## src/rtl/multicycle_main_fsm.sv

```systemverilog
// Main control FSM of the multicycle RISC-V core: sequences fetch/decode/execute/memory/writeback
// and drives the datapath strobes and selects, with a memory-ready stall and a sticky illegal-op trap.
module multicycle_main_fsm #(
   parameter bit MEM_WAIT_EN = 1'b1
) (
   input  logic       clk,
   input  logic       reset_n,
   input  logic [6:0] op,
   input  logic       mem_ready,
   output logic       Branch,
   output logic       PCUpdate,
   output logic       RegWrite,
   output logic       MemWrite,
   output logic       IRWrite,
   output logic       AdrSrc,
   output logic [1:0] ResultSrc,
   output logic [1:0] ALUSrcA,
   output logic [1:0] ALUSrcB,
   output logic [1:0] ALUOp,
   output logic [3:0] state_o,
   output logic       illegal_op
);

   typedef enum logic [3:0] {
      S_FETCH    = 4'd0,
      S_DECODE   = 4'd1,
      S_MEMADR   = 4'd2,
      S_MEMREAD  = 4'd3,
      S_MEMWB    = 4'd4,
      S_MEMWRITE = 4'd5,
      S_EXECR    = 4'd6,
      S_ALUWB    = 4'd7,
      S_EXECI    = 4'd8,
      S_JAL      = 4'd9,
      S_BEQ      = 4'd10,
      S_TRAP     = 4'd11
   } state_t;

   localparam logic [6:0] OP_LW   = 7'b0000011;
   localparam logic [6:0] OP_SW   = 7'b0100011;
   localparam logic [6:0] OP_RTYP = 7'b0110011;
   localparam logic [6:0] OP_IALU = 7'b0010011;
   localparam logic [6:0] OP_JAL  = 7'b1101111;
   localparam logic [6:0] OP_BEQ  = 7'b1100011;

   state_t r_state;
   state_t w_next;
   logic   w_rdy;

   logic w_branch;
   logic w_pcupdate;
   logic w_regwrite;
   logic w_memwrite;
   logic w_irwrite;
   logic w_illegal;

   assign w_rdy = MEM_WAIT_EN ? mem_ready : 1'b1;

   always_ff @(posedge clk or negedge reset_n) begin
      if (!reset_n) begin
         r_state <= S_FETCH;
      end else begin
         r_state <= w_next;
      end
   end

   always_comb begin
      w_next = S_FETCH;
      case (r_state)
         S_FETCH:    w_next = w_rdy ? S_DECODE : S_FETCH;
         S_DECODE: begin
            case (op)
               OP_LW, OP_SW: w_next = S_MEMADR;
               OP_RTYP:      w_next = S_EXECR;
               OP_IALU:      w_next = S_EXECI;
               OP_JAL:       w_next = S_JAL;
               OP_BEQ:       w_next = S_BEQ;
               default:      w_next = S_TRAP;
            endcase
         end
         S_MEMADR: begin
            if (op == OP_LW)      w_next = S_MEMREAD;
            else if (op == OP_SW) w_next = S_MEMWRITE;
            else                  w_next = S_TRAP;
         end
         S_MEMREAD:  w_next = w_rdy ? S_MEMWB : S_MEMREAD;
         S_MEMWB:    w_next = S_FETCH;
         S_MEMWRITE: w_next = w_rdy ? S_FETCH : S_MEMWRITE;
         S_EXECR:    w_next = S_ALUWB;
         S_EXECI:    w_next = S_ALUWB;
         S_JAL:      w_next = S_ALUWB;
         S_ALUWB:    w_next = S_FETCH;
         S_BEQ:      w_next = S_FETCH;
         S_TRAP:     w_next = S_TRAP;
         default:    w_next = S_FETCH;
      endcase
   end

   always_comb begin
      w_branch   = 1'b0;
      w_pcupdate = 1'b0;
      w_regwrite = 1'b0;
      w_memwrite = 1'b0;
      w_irwrite  = 1'b0;
      w_illegal  = 1'b0;
      AdrSrc     = 1'b0;
      ResultSrc  = 2'b00;
      ALUSrcA    = 2'b00;
      ALUSrcB    = 2'b00;
      ALUOp      = 2'b00;
      case (r_state)
         S_FETCH: begin
            ALUSrcB    = 2'b10;
            ResultSrc  = 2'b10;
            w_irwrite  = w_rdy;
            w_pcupdate = w_rdy;
         end
         S_DECODE: begin
            ALUSrcA = 2'b01;
            ALUSrcB = 2'b01;
         end
         S_MEMADR: begin
            ALUSrcA = 2'b10;
            ALUSrcB = 2'b01;
         end
         S_MEMREAD: begin
            AdrSrc = 1'b1;
         end
         S_MEMWB: begin
            ResultSrc  = 2'b01;
            w_regwrite = 1'b1;
         end
         S_MEMWRITE: begin
            AdrSrc     = 1'b1;
            w_memwrite = w_rdy;
         end
         S_EXECR: begin
            ALUSrcA = 2'b10;
            ALUOp   = 2'b10;
         end
         S_EXECI: begin
            ALUSrcA = 2'b10;
            ALUSrcB = 2'b01;
            ALUOp   = 2'b10;
         end
         S_ALUWB: begin
            w_regwrite = 1'b1;
         end
         S_JAL: begin
            ALUSrcA    = 2'b01;
            ALUSrcB    = 2'b10;
            w_pcupdate = 1'b1;
         end
         S_BEQ: begin
            ALUSrcA  = 2'b10;
            ALUOp    = 2'b01;
            w_branch = 1'b1;
         end
         S_TRAP: begin
            w_illegal = 1'b1;
         end
         default: begin
            ALUSrcB   = 2'b10;
            ResultSrc = 2'b10;
         end
      endcase
   end

   // Strobes are gated by reset_n directly so an asynchronous reset mid-cycle
   // suppresses any write without waiting for the state register to settle.
   assign Branch     = w_branch   & reset_n;
   assign PCUpdate   = w_pcupdate & reset_n;
   assign RegWrite   = w_regwrite & reset_n;
   assign MemWrite   = w_memwrite & reset_n;
   assign IRWrite    = w_irwrite  & reset_n;
   assign illegal_op = w_illegal  & reset_n;
   assign state_o    = r_state;

endmodule
```

## config.mk

```make
export PLATFORM = sky130hd
export DESIGN_NAME = multicycle_main_fsm
export DESIGN_NICKNAME = d
export VERILOG_FILES = /design/src/rtl/multicycle_main_fsm.sv
export SDC_FILE = /design/constraint.sdc
export NUM_CORES = 1
export LEC_CHECK = 0
export ABC_AREA = 1
export BUFFER_PORTS_ARGS = -buffer_cell sky130_fd_sc_hd__buf_2
export CORE_MARGIN = 2
export CORE_UTILIZATION = 35
export CTS_CLUSTER_SIZE = 8
export DETAILED_ROUTE_END_ITERATION = 10
export HOLD_SLACK_MARGIN = 0.02
export PLACE_DENSITY = 0.75
export SLEW_MARGIN = 10
export SYNTH_ARGS = -nofsm -noshare
export SYNTH_HDL_FRONTEND = slang
export SYNTH_SLANG_ARGS = --single-unit
```

## constraint.sdc

```tcl
create_clock -name clk -period 2.9 [get_ports clk]
set_input_delay 0.29 -clock clk [delete_from_list [all_inputs] [get_ports clk]]
set_output_delay 0.29 -clock clk [all_outputs]
set_load 0.005 [all_outputs]
```

* Yosys cells after proc, flatten, opt, wreduce, memory -nomap -nowiden
Index checks and enable logic that the tools add are counted.
** Storage, ports and cells
- Bits in registers :: 4
- Bits of input ports :: 10
** Operators by class
- Equal/unequal tests :: 17
- Muxes and demuxes :: 18
- Bitwise logic cells :: 6
- Reduce and logical (&&, ||, !) cells :: 11
** Operators with widths (number)
- 4-bit case mux with 7 select lines :: 1
- 4-bit case mux with 5 select lines :: 1
- 4-bit by 3-bit equality test with 1-bit output, second input constant :: 4
- 4-bit equality test, second input constant :: 4
- 2-bit case mux with 2 select lines :: 4
- 7-bit by 6-bit equality test with 1-bit output, second input constant :: 2
- 7-bit equality test, second input constant :: 2
- 10-bit OR reduction :: 1
- 2-bit OR reduction :: 5
- 4-bit by 2-bit equality test with 1-bit output, second input constant :: 2
- 4-bit two-way mux :: 2
- 7-bit by 2-bit equality test with 1-bit output, second input constant :: 1
- 7-bit by 5-bit equality test with 1-bit output, second input constant :: 1
- 1-bit two-way mux :: 7
- 7-bit OR reduction :: 1
- 1-bit AND :: 6
- 3-bit two-way mux :: 2
- 3-bit OR reduction :: 2
- 4-bit by 1-bit equality test with 1-bit output, second input constant :: 1
- 4-bit logical NOT :: 1
- 4-bit OR reduction :: 1
- 1-bit case mux with 2 select lines :: 1

* Depth between registers and ports, before layout
- Depth in word-level cells :: 4
- Gate-level depth with buffers :: 8
- Gate-level depth less buffers :: 8

* Least setup slack after synthesis
No wires, ideal clock.
- Path kind :: register to output
- From :: register r_state[3] (netlist: state_o[3])
- To :: output port ALUSrcB[1]
- Data arrival time :: 1058 ps
- Data required time :: 2610 ps
- Path slack :: 1552 ps
- Cell stages (with the launch flop) :: 6
- Path buffers :: 0
- Path through :: dfrtp_1 -> nor2_2 -> inv_1 -> nor2_4 -> nand3b_4 -> nor3_2
** On the way
- Longest elaborated chain between the ends :: 3
- Elaborated cells between the ends (all ways) :: 13
- Those cells by class :: 10 x eq/ne; 1 x mux; 2 x reduce/logical
** RTL lines
- from (decl) :: line 46 : state_t r_state;
- from (signal assigned) :: line 63 : r_state <= w_next;
- 4-bit equality test (tied with other cells) :: line 111 : case (r_state)
- 7-bit OR reduction (no source line) or 3-bit OR reduction (tied branches)
- 2-bit case mux with 2 select lines * :: line 111
- to (decl) :: line 18 : output logic [1:0] ALUSrcB,
Every way passes the cells marked *; elsewhere a longest branch is shown, timed or not.

* Final worst setup path
Ends and elaborated chain as after synthesis.

==> out/metrics.cfg <==
[run_status]
outcome = complete, no violations

[setup_path]
cp-end-kind = primary output
worstPathArrival_ns = 1.53
path_class = register to primary output
crit_path_start = state_o[3]$_DFF_PN0_
rr_startpoint = state_o[2]$_DFF_PN0_
worst_r2r_path_depth = 7
timing.rr.end = state_o[1]$_DFF_PN0_
reg2reg_slack_ns = 1.64
critPathCapture = ALUSrcB[1]
cp_max_fo = 6
start_kind = register
critPathRequiredTime_ns = 2.61

[sta]
finalSetupTns_ns = 0
max_freq_mhz = 551
period_minus_slack_ns = 1.82
rsz0062_at_grt = no
clock_skew_ns = 0.00614
maxSlewViolCount = 0
timing.final.crit_share_pct = 62.6
setup_violations = 0
tightest_slew_ns = 0.263
slew_headroom_pct = 82.4
final-hold-violation-count = 0

[global_route]
grt_pass1_wl_mm = 2.25
grt_max_degree = 7
grt_overflow = 0
grt_pass1_vias = 588
grt_use_total_pct = 16.3
antenna_found_initial = 0

[clock_tree]
clock_path_buffers = 2
cts_tree = built
clk_pin_slew_ns = 0.04
h-tree-depth = 1
clock-sinks = 4
clock-root-buffer = clkbuf_4
cts_buffers = 3
clk_latency_ns = 0.24

[detailed_routing]
drcViolationCount = 0
top_layer = met4
wl_per_cell_microns = 9.26
dr_wl_met2_microns = 679
wl_met3_microns = 86
firstDrtPassIters = 4
wl_met1_microns = 567
routed_wl_mm = 1.36
drtIter0Drc = 12
ant_nets = 0
routed_via_density = 4.71
num_vias = 693

[synth]
synth_seq_cells = 4
synth_async_sr_flop_share_pct = 100
synth_nets = 109
ys_warn_count = 0
seq_area_frac_synth_pct = 18.3
syn_avg_cell_area_sq_um = 5.52
netlist-cell-type-count = 17
synth_flop_cell = dfrtp_1
netlist_instances = 99
synth_edf_count = 0
syn_area_sq_um = 547

[power_and_ir_drop]
powerDensity_nw_per_um2 = 919
power.leakage_nw = 0.462
ir_worst_vdd_uv = 305

[final_layout]
antennaDiodeCount = 0
final_cell_mix = 28 x buf_2, 26 x nand2_1, 21 x nor2_1
largest_reg_flops = 4
area_growth_pct = 35.2
utilization_pct = 49.7
nets = 143
final_common_cell = buf_2
fillers = 167
drive_above_1_share_pct = 31.3

[die]
start_util_pct = 36.7
chipHeight_microns = 43.5
io_pins = 29
core_area_sq_um = 1490
num_rows = 14
die_w_microns = 43.5
die_area_sq_um = 1890

[placed_design]
io_buffers = 28
dpl.hpwl_mm = 1.17
gp_congestion = 0.961

[worst_hold_path]
hold_path_class = input port to register
hold_start = op[4]

[flow_run]
drv_cap = 0

worst max-delay path, stage by stage, from the launching register on:
cell      delay [ns]
dfrtp_1         0.45
nor2_2          0.23
inv_1           0.12
nor2_4          0.16
nand3b_4        0.15
nor3_2          0.04
buf_2           0.12
cells in the mapped netlist, types with 2 or more instances:
cell | n | share of area [%]
nand3_1 | 9 | 8.2
nor2_1 | 21 | 14
o21ai_1 | 2 | 1.8
o21ai_0 | 2 | 1.8
dfrtp_1 | 4 | 18
inv_2 | 3 | 2.1
nand4_1 | 3 | 3.4
nor3_1 | 2 | 1.8
inv_1 | 17 | 12
nor2_4 | 4 | 8.2
nand2_1 | 26 | 18
cell families (layout without fill, tap and decap cells):
kind of cell | after synthesis | count (layout) | share of synthesized area, %
and+or+nand+nor | 68 | 68 | 60.6
buffers and inverters | 20 | 52 | 13.7
AOI/OAI and AO/OA | 7 | 7 | 7.32
DFF | 4 | 4 | 18.3
worst min-delay path by stage:
stage,to,slack [ns],cells past startpoint
final,state_o[2]$_DFF_PN0_,0.37,3
after floorplan,state_o[0]$_DFF_PN0_,-0.006,0
after detailed placement,state_o[1]$_DFF_PN0_,0.10,1
after global placement,state_o[1]$_DFF_PN0_,0.1,1
after CTS,state_o[2]$_DFF_PN0_,0.37,3
after global routing,state_o[2]$_DFF_PN0_,0.40,3
routing by layer:
metal  global-route usage, %  vias up
li1                        -      378
met1                    17.9      283
met2                    27.8       29
met3                    2.92        3
met4                    12.1        0
met5                       0        -
final cells by class:
class | count | area (sq um) | area share (%)
Multi-Input combinational cell | 75 | 372 | 50.3
Timing Repair Buffer | 29 | 150 | 20.3
Sequential cell | 4 | 100 | 13.5
Inverter | 20 | 75.1 | 10.2
Clock buffer | 3 | 22.5 | 3.05
Tap cell | 16 | 20.0 | 2.71
report_power, final:
part	switching [W]	internal (W)
Sequential	0.0000464	0.0000843
Combinational	0.000277	0.000201
Clock	0.0000246	0.0000464
Total	0.000348	0.000331
what timing repair did:
item / in CTS / in global routing
resized for setup: 0 / 0
hold endpoints to repair: 4 / 0
hold buffers: 1 / 0
buffers inserted: 0 / 0
through the flow:
step           instances  setup slack (ns)  hold WS, ns  power (W)  instance area (sq um)
2_1_floorplan         99              1.55     -0.00559   0.000448                    547
3_3_place_gp         143              1.41       0.0991   0.000611                    707
3_5_place_dp         143              1.35        0.101   0.000616                    707
4_1_cts              147              1.08        0.375   0.000689                    739
5_1_grt              147             0.954        0.399   0.000758                    739
6_report             147              1.08        0.370   0.000680                    739
(Power assumes the default switching activity.)
